===== src/rtl/multicycle_main_ctrl.sv =====
// Main control FSM for the multi-cycle CPU. It steps each instruction through fetch,
// decode, execute, memory and writeback, and bounds every memory wait with a timeout counter.
module multicycle_main_ctrl #(
  parameter int MEM_WAIT_MAX = 15,
  parameter int CNT_W        = 8
) (
  input  logic       clk_i,
  input  logic       rst_i,
  input  logic [5:0] opcode_i,
  input  logic       zero_i,
  input  logic       mem_ready_i,
  output logic       pc_write_o,
  output logic       iord_o,
  output logic       mem_read_o,
  output logic       mem_write_o,
  output logic       ir_write_o,
  output logic       mem_to_reg_o,
  output logic       reg_dst_o,
  output logic       reg_write_o,
  output logic       alu_src_a_o,
  output logic [1:0] alu_src_b_o,
  output logic [2:0] alu_op_o,
  output logic [1:0] pc_source_o,
  output logic       illegal_o,
  output logic       mem_err_o,
  output logic [3:0] state_o
);

  localparam logic [5:0] OP_RTYPE = 6'b000000;
  localparam logic [5:0] OP_LW    = 6'b100011;
  localparam logic [5:0] OP_SW    = 6'b101011;
  localparam logic [5:0] OP_BEQ   = 6'b000100;
  localparam logic [5:0] OP_J     = 6'b000010;
  localparam logic [5:0] OP_ADDI  = 6'b001000;
  localparam logic [5:0] OP_SLTI  = 6'b001010;

  localparam logic [CNT_W-1:0] WAIT_LAST = CNT_W'(MEM_WAIT_MAX - 1);

  typedef enum logic [3:0] {
    FETCH     = 4'd0,
    DECODE    = 4'd1,
    MEM_ADDR  = 4'd2,
    MEM_READ  = 4'd3,
    MEM_WB    = 4'd4,
    MEM_WRITE = 4'd5,
    EXEC_R    = 4'd6,
    R_WB      = 4'd7,
    EXEC_I    = 4'd8,
    I_WB      = 4'd9,
    BRANCH    = 4'd10,
    JUMP      = 4'd11
  } state_t;

  state_t           state, state_next;
  logic [CNT_W-1:0] wait_cnt, wait_cnt_next;
  logic             wait_state, timeout;

  always_ff @(posedge clk_i or posedge rst_i) begin
    if (rst_i) begin
      state    <= FETCH;
      wait_cnt <= '0;
    end else begin
      state    <= state_next;
      wait_cnt <= wait_cnt_next;
    end
  end

  always_comb begin
    state_next   = state;
    pc_write_o   = 1'b0;
    iord_o       = 1'b0;
    mem_read_o   = 1'b0;
    mem_write_o  = 1'b0;
    ir_write_o   = 1'b0;
    mem_to_reg_o = 1'b0;
    reg_dst_o    = 1'b0;
    reg_write_o  = 1'b0;
    alu_src_a_o  = 1'b0;
    alu_src_b_o  = 2'b00;
    alu_op_o     = 3'b000;
    pc_source_o  = 2'b00;
    illegal_o    = 1'b0;
    mem_err_o    = 1'b0;

    wait_state = (state == FETCH) || (state == MEM_READ) || (state == MEM_WRITE);
    timeout    = wait_state && !mem_ready_i && (wait_cnt == WAIT_LAST);

    case (state)
      FETCH: begin
        mem_read_o  = 1'b1;
        alu_src_b_o = 2'b01;
        ir_write_o  = mem_ready_i;
        pc_write_o  = mem_ready_i;
        if (mem_ready_i) state_next = DECODE;
      end
      DECODE: begin
        alu_src_b_o = 2'b11;
        case (opcode_i)
          OP_LW, OP_SW:     state_next = MEM_ADDR;
          OP_RTYPE:         state_next = EXEC_R;
          OP_ADDI, OP_SLTI: state_next = EXEC_I;
          OP_BEQ:           state_next = BRANCH;
          OP_J:             state_next = JUMP;
          default: begin
            illegal_o  = 1'b1;
            state_next = FETCH;
          end
        endcase
      end
      MEM_ADDR: begin
        alu_src_a_o = 1'b1;
        alu_src_b_o = 2'b10;
        state_next  = (opcode_i == OP_LW) ? MEM_READ : MEM_WRITE;
      end
      MEM_READ: begin
        mem_read_o = 1'b1;
        iord_o     = 1'b1;
        if (mem_ready_i) state_next = MEM_WB;
      end
      MEM_WB: begin
        reg_write_o  = 1'b1;
        mem_to_reg_o = 1'b1;
        state_next   = FETCH;
      end
      MEM_WRITE: begin
        mem_write_o = 1'b1;
        iord_o      = 1'b1;
        if (mem_ready_i) state_next = FETCH;
      end
      EXEC_R: begin
        alu_src_a_o = 1'b1;
        alu_op_o    = 3'b010;
        state_next  = R_WB;
      end
      R_WB: begin
        reg_write_o = 1'b1;
        reg_dst_o   = 1'b1;
        state_next  = FETCH;
      end
      EXEC_I: begin
        alu_src_a_o = 1'b1;
        alu_src_b_o = 2'b10;
        alu_op_o    = (opcode_i == OP_SLTI) ? 3'b100 : 3'b000;
        state_next  = I_WB;
      end
      I_WB: begin
        reg_write_o = 1'b1;
        state_next  = FETCH;
      end
      BRANCH: begin
        alu_src_a_o = 1'b1;
        alu_op_o    = 3'b001;
        pc_source_o = 2'b01;
        pc_write_o  = zero_i;
        state_next  = FETCH;
      end
      JUMP: begin
        pc_source_o = 2'b10;
        pc_write_o  = 1'b1;
        state_next  = FETCH;
      end
      default: state_next = FETCH;
    endcase

    // A timed-out wait abandons the access and restarts from a fresh fetch.
    if (timeout) begin
      mem_err_o  = 1'b1;
      state_next = FETCH;
    end

    if (timeout || (state_next != state))
      wait_cnt_next = '0;
    else if (wait_state && !mem_ready_i)
      wait_cnt_next = wait_cnt + CNT_W'(1);
    else
      wait_cnt_next = wait_cnt;

    // Reset blanks every output, including those that follow mem_ready_i or zero_i.
    if (rst_i) begin
      pc_write_o   = 1'b0;
      iord_o       = 1'b0;
      mem_read_o   = 1'b0;
      mem_write_o  = 1'b0;
      ir_write_o   = 1'b0;
      mem_to_reg_o = 1'b0;
      reg_dst_o    = 1'b0;
      reg_write_o  = 1'b0;
      alu_src_a_o  = 1'b0;
      alu_src_b_o  = 2'b00;
      alu_op_o     = 3'b000;
      pc_source_o  = 2'b00;
      illegal_o    = 1'b0;
      mem_err_o    = 1'b0;
    end
  end

  assign state_o = state;

endmodule

===== config.mk =====
export PLATFORM = sky130hd
export DESIGN_NAME = multicycle_main_ctrl
export DESIGN_NICKNAME = d
export VERILOG_FILES = /design/src/rtl/multicycle_main_ctrl.sv
export SDC_FILE = /design/constraint.sdc
export NUM_CORES = 1
export LEC_CHECK = 0
export ABC_AREA = 1
export BUFFER_PORTS_ARGS = -buffer_cell sky130_fd_sc_hd__buf_2
export CAP_MARGIN = 20
export CORE_AREA = 4 4 52 54
export DETAILED_ROUTE_END_ITERATION = 8
export DIE_AREA = 0 0 56 58
export PLACE_DENSITY = 0.78
export SKIP_LAST_GASP = 1
export SLEW_MARGIN = 20
export SYNTH_ARGS = -nofsm -noshare
export SYNTH_HDL_FRONTEND = slang
export SYNTH_SLANG_ARGS = --single-unit

===== constraint.sdc =====
create_clock -name clk_i -period 1.78 [get_ports clk_i]
set_input_delay 0.178 -clock clk_i [delete_from_list [all_inputs] [get_ports clk_i]]
set_output_delay 0.178 -clock clk_i [all_outputs]
set_load 0.02 [all_outputs]

==> metrics <==
vias in the first global route=1088; total power=1.360 mW; CP endpoint=alu_op_o[2]; HPWL Detailed=2166 um; Die Width=56 um; Initial DRC Count=43; synth unique cells=20; min-delay worst type=input port to asynchronous set/reset pin; Synth Area in Simple Gates=0.4912; Peak VDD IR=0.6818 mV; worst path required time=1.60 ns; area leader, netlist=dfrtp_1; Worst Skew=0.006390 ns; CTS Buf Count=3; Final nets=236; post-DR wirelength/cell=11.05 um; Post-Synth Adder-Cell Area=0.02350; cell row count=17; Worst EP arrival=1.58 ns; design area=1439 um^2; initial antenna violation count=0; Max stage delay on crit path=0.49 ns; Synth Area per Inst=5.915 um^2; Fill cells=209; Initial DRT Pass Iterations=4; Clock Pin Slew Worst Setup and Hold Paths=0.07 ns; GRT Util Overall=0.1715; CP cell instances=nor2_2 -> nand2_1 -> buf_4 -> nor3_1 -> buf_2; Final Hold Viols=0; post-synthesis compound-gate area fraction=0.04113; core area=2212 um^2; max-cap violation count=0; n_diodes=0; Post-Syn Nets=192; max-slew violation count=0; Slew HR=0.7800; H-tree depth=1; first-pass GRT wire length=4581 um; clock sink count=12; CP Launch Point=state_o[1]$_DFF_PP0_; R2R depth=12; Stages on worst setup path=5; Cell Count, Final, Fillers Out=250; Least-Margin Pin Slew=0.3266 ns; Buf/Inv on CP=2; P&R area growth vs syn=35.14%; minimum hold slack=0.08958 ns; Post-CTS Hold Buffers=0; Final Critical Period=1.755 ns; vias per inst=5.072; ANT nets after route=0; Pwr per Cell Area=945.3 nW/um^2; post-synthesis xor/xnor area fraction=0.04935; CP delay by family, top=flip-flops; Critical Path Sink Type=output pin; RSZ-0062 raised after global routing=yes; flop2flop setup slack=0.09 ns; routed wire length=2762 um; # setup viols final=0; Vias=1268; Yosys warnings=0; placer congestion estimate=0.8585; CTS tree=built; Post-Syn Instances=180; Netlist Area Pre-Place=1065 um^2; P_leak=0.8384 nW; area of placed instances=1296 um^2; total global routing overflow=0; Initial Utilization=0.4813; DRC=0; Setup CP Type=flip-flop to output pin; reg2reg end=wait_cnt[0]$_DFFE_PP0P_; Die Y=58 um; fraction of synthesized area in multiplexers=0; pin count of the biggest net entering global routing=15; Synth area leaders=dfrtp_1, nor2_1, nand2_1, inv_1, nand3_1; critical path fanouts, max=8; part of the cycle the worst path needs=0.9858; largest family of logic cells by synthesized area=simple AND/OR/NAND/NOR gates; placed instance count=244; Slowest-stage cell, CP=dfrtp_2; status=complete, no violations; CTS root buf=clkbuf_4; DIE AREA=3248 um^2; CTS max path bufs=2; sequential area share after synthesis=0.2820; maximum operating frequency=569.9 MHz; post-synth top area share=0.2820; PortBufs=31; clock latency on the worst-skew pair=0.27 ns; RR Startpoint=state_o[1]$_DFF_PP0_; CP startpoint kind=flip-flop; layout cell share with drive strength beyond 1=0.3514; FF+latch count, synth=12; Top Ports=32
how the worst min path moves through the flow:
stage / to / start / slack, ns / cells past startpoint
2_1_floorplan: state_o[0]$_DFF_PP0_ / rst_i / 0.07 / 1
3_3_place_gp: state_o[3]$_DFF_PP0_ / rst_i / 0.36 / 3
3_5_place_dp: state_o[3]$_DFF_PP0_ / rst_i / 0.35 / 3
4_1_cts: wait_cnt[6]$_DFFE_PP0P_ / rst_i / 0.06 / 3
5_1_grt: wait_cnt[6]$_DFFE_PP0P_ / rst_i / 0.13 / 3
6_report: wait_cnt[1]$_DFFE_PP0P_ / rst_i / 0.09 / 3
where the power goes:
part | internal [mW] | switching [mW] | total (mW)
clock | 0.0783 | 0.0828 | 0.161
combinational | 0.286 | 0.510 | 0.795
sequential | 0.326 | 0.0774 | 0.404
area by class of cell:
class	count	area [um^2]	area share
Multi-Input combinational cell	136	733.2	0.5096
Sequential cell	12	304.0	0.2113
Timing Repair Buffer	40	227.7	0.1583
Inverter	31	116.4	0.08087
Tap cell	28	35.03	0.02435
Clock buffer	3	22.52	0.01565
worst min-delay path: stages:
cell and delay, ns:
buf_2 0.18, inv_1 0.13, buf_4 0.23
Yosys cell counts, drive strengths merged:
master and instances:
nand3 17, nor2 48, ha 2, nor4 2, nor3 4, dfrtp 12
o211ai 1, a31oi 1, inv 31, a21oi 4, nand3b 1, clkbuf 1
nand2 44, xnor2 3, o21ai 2, nand4 4, xor2 3
flip-flops by register name (all words and copies together), names as in the netlist:
| signal | count |
|---|---|
| wait_cnt | 8 |
| state_o | 4 |
routing by layer:
metal	GRT usage	part of all wire	vias to the layer above	wire (um)
li1	-	-	650	-
met1	0.2180	0.42	569	1152
met2	0.2955	0.51	41	1399
met3	0.02673	0.055	8	152
met4	0.06102	0.021	0	57
met5	0	0	-	0
what timing repair did:
item / CTS / global route
pin swaps: 1 / 6
setup endpoints to repair: 11 / 17
resized for setup: 2 / 32
buffers inserted: 2 / 1
per-stage QoR:
step,util,setup TNS [ns],setup WS (ns)
global route,0.6505,-0.7237,-0.08807
detailed placement,0.5860,0,0.01157
global placement,0.5860,0,0.0006309
CTS,0.6052,-0.05712,-0.01152
floorplan,-,0,0.1612
finish,0.6505,0,0.02532
placed cells by master, fill, tap and decap left out, types with 3 or more instances in the layout:
cell type and count:
nand2_4 4, nor2_4 3, xor2_1 3, nor2_2 11
xnor2_1 3, nand4_1 4, dfrtp_1 9, nor2_1 34
nand2_2 5, buf_2 29, dfrtp_2 3, buf_4 11
nand3_1 16, inv_1 27, inv_2 4, nor3_1 3
nand2_1 35, clkbuf_4 3
cell families after synthesis:
group	count (synthesis)
and+or+nand+nor	120
buffers and inverters	32
DFF	12
AOI/OAI and AO/OA	8
xor gates and xnor gates	6
adders and majority gates	2
(Power assumes the default switching activity.)
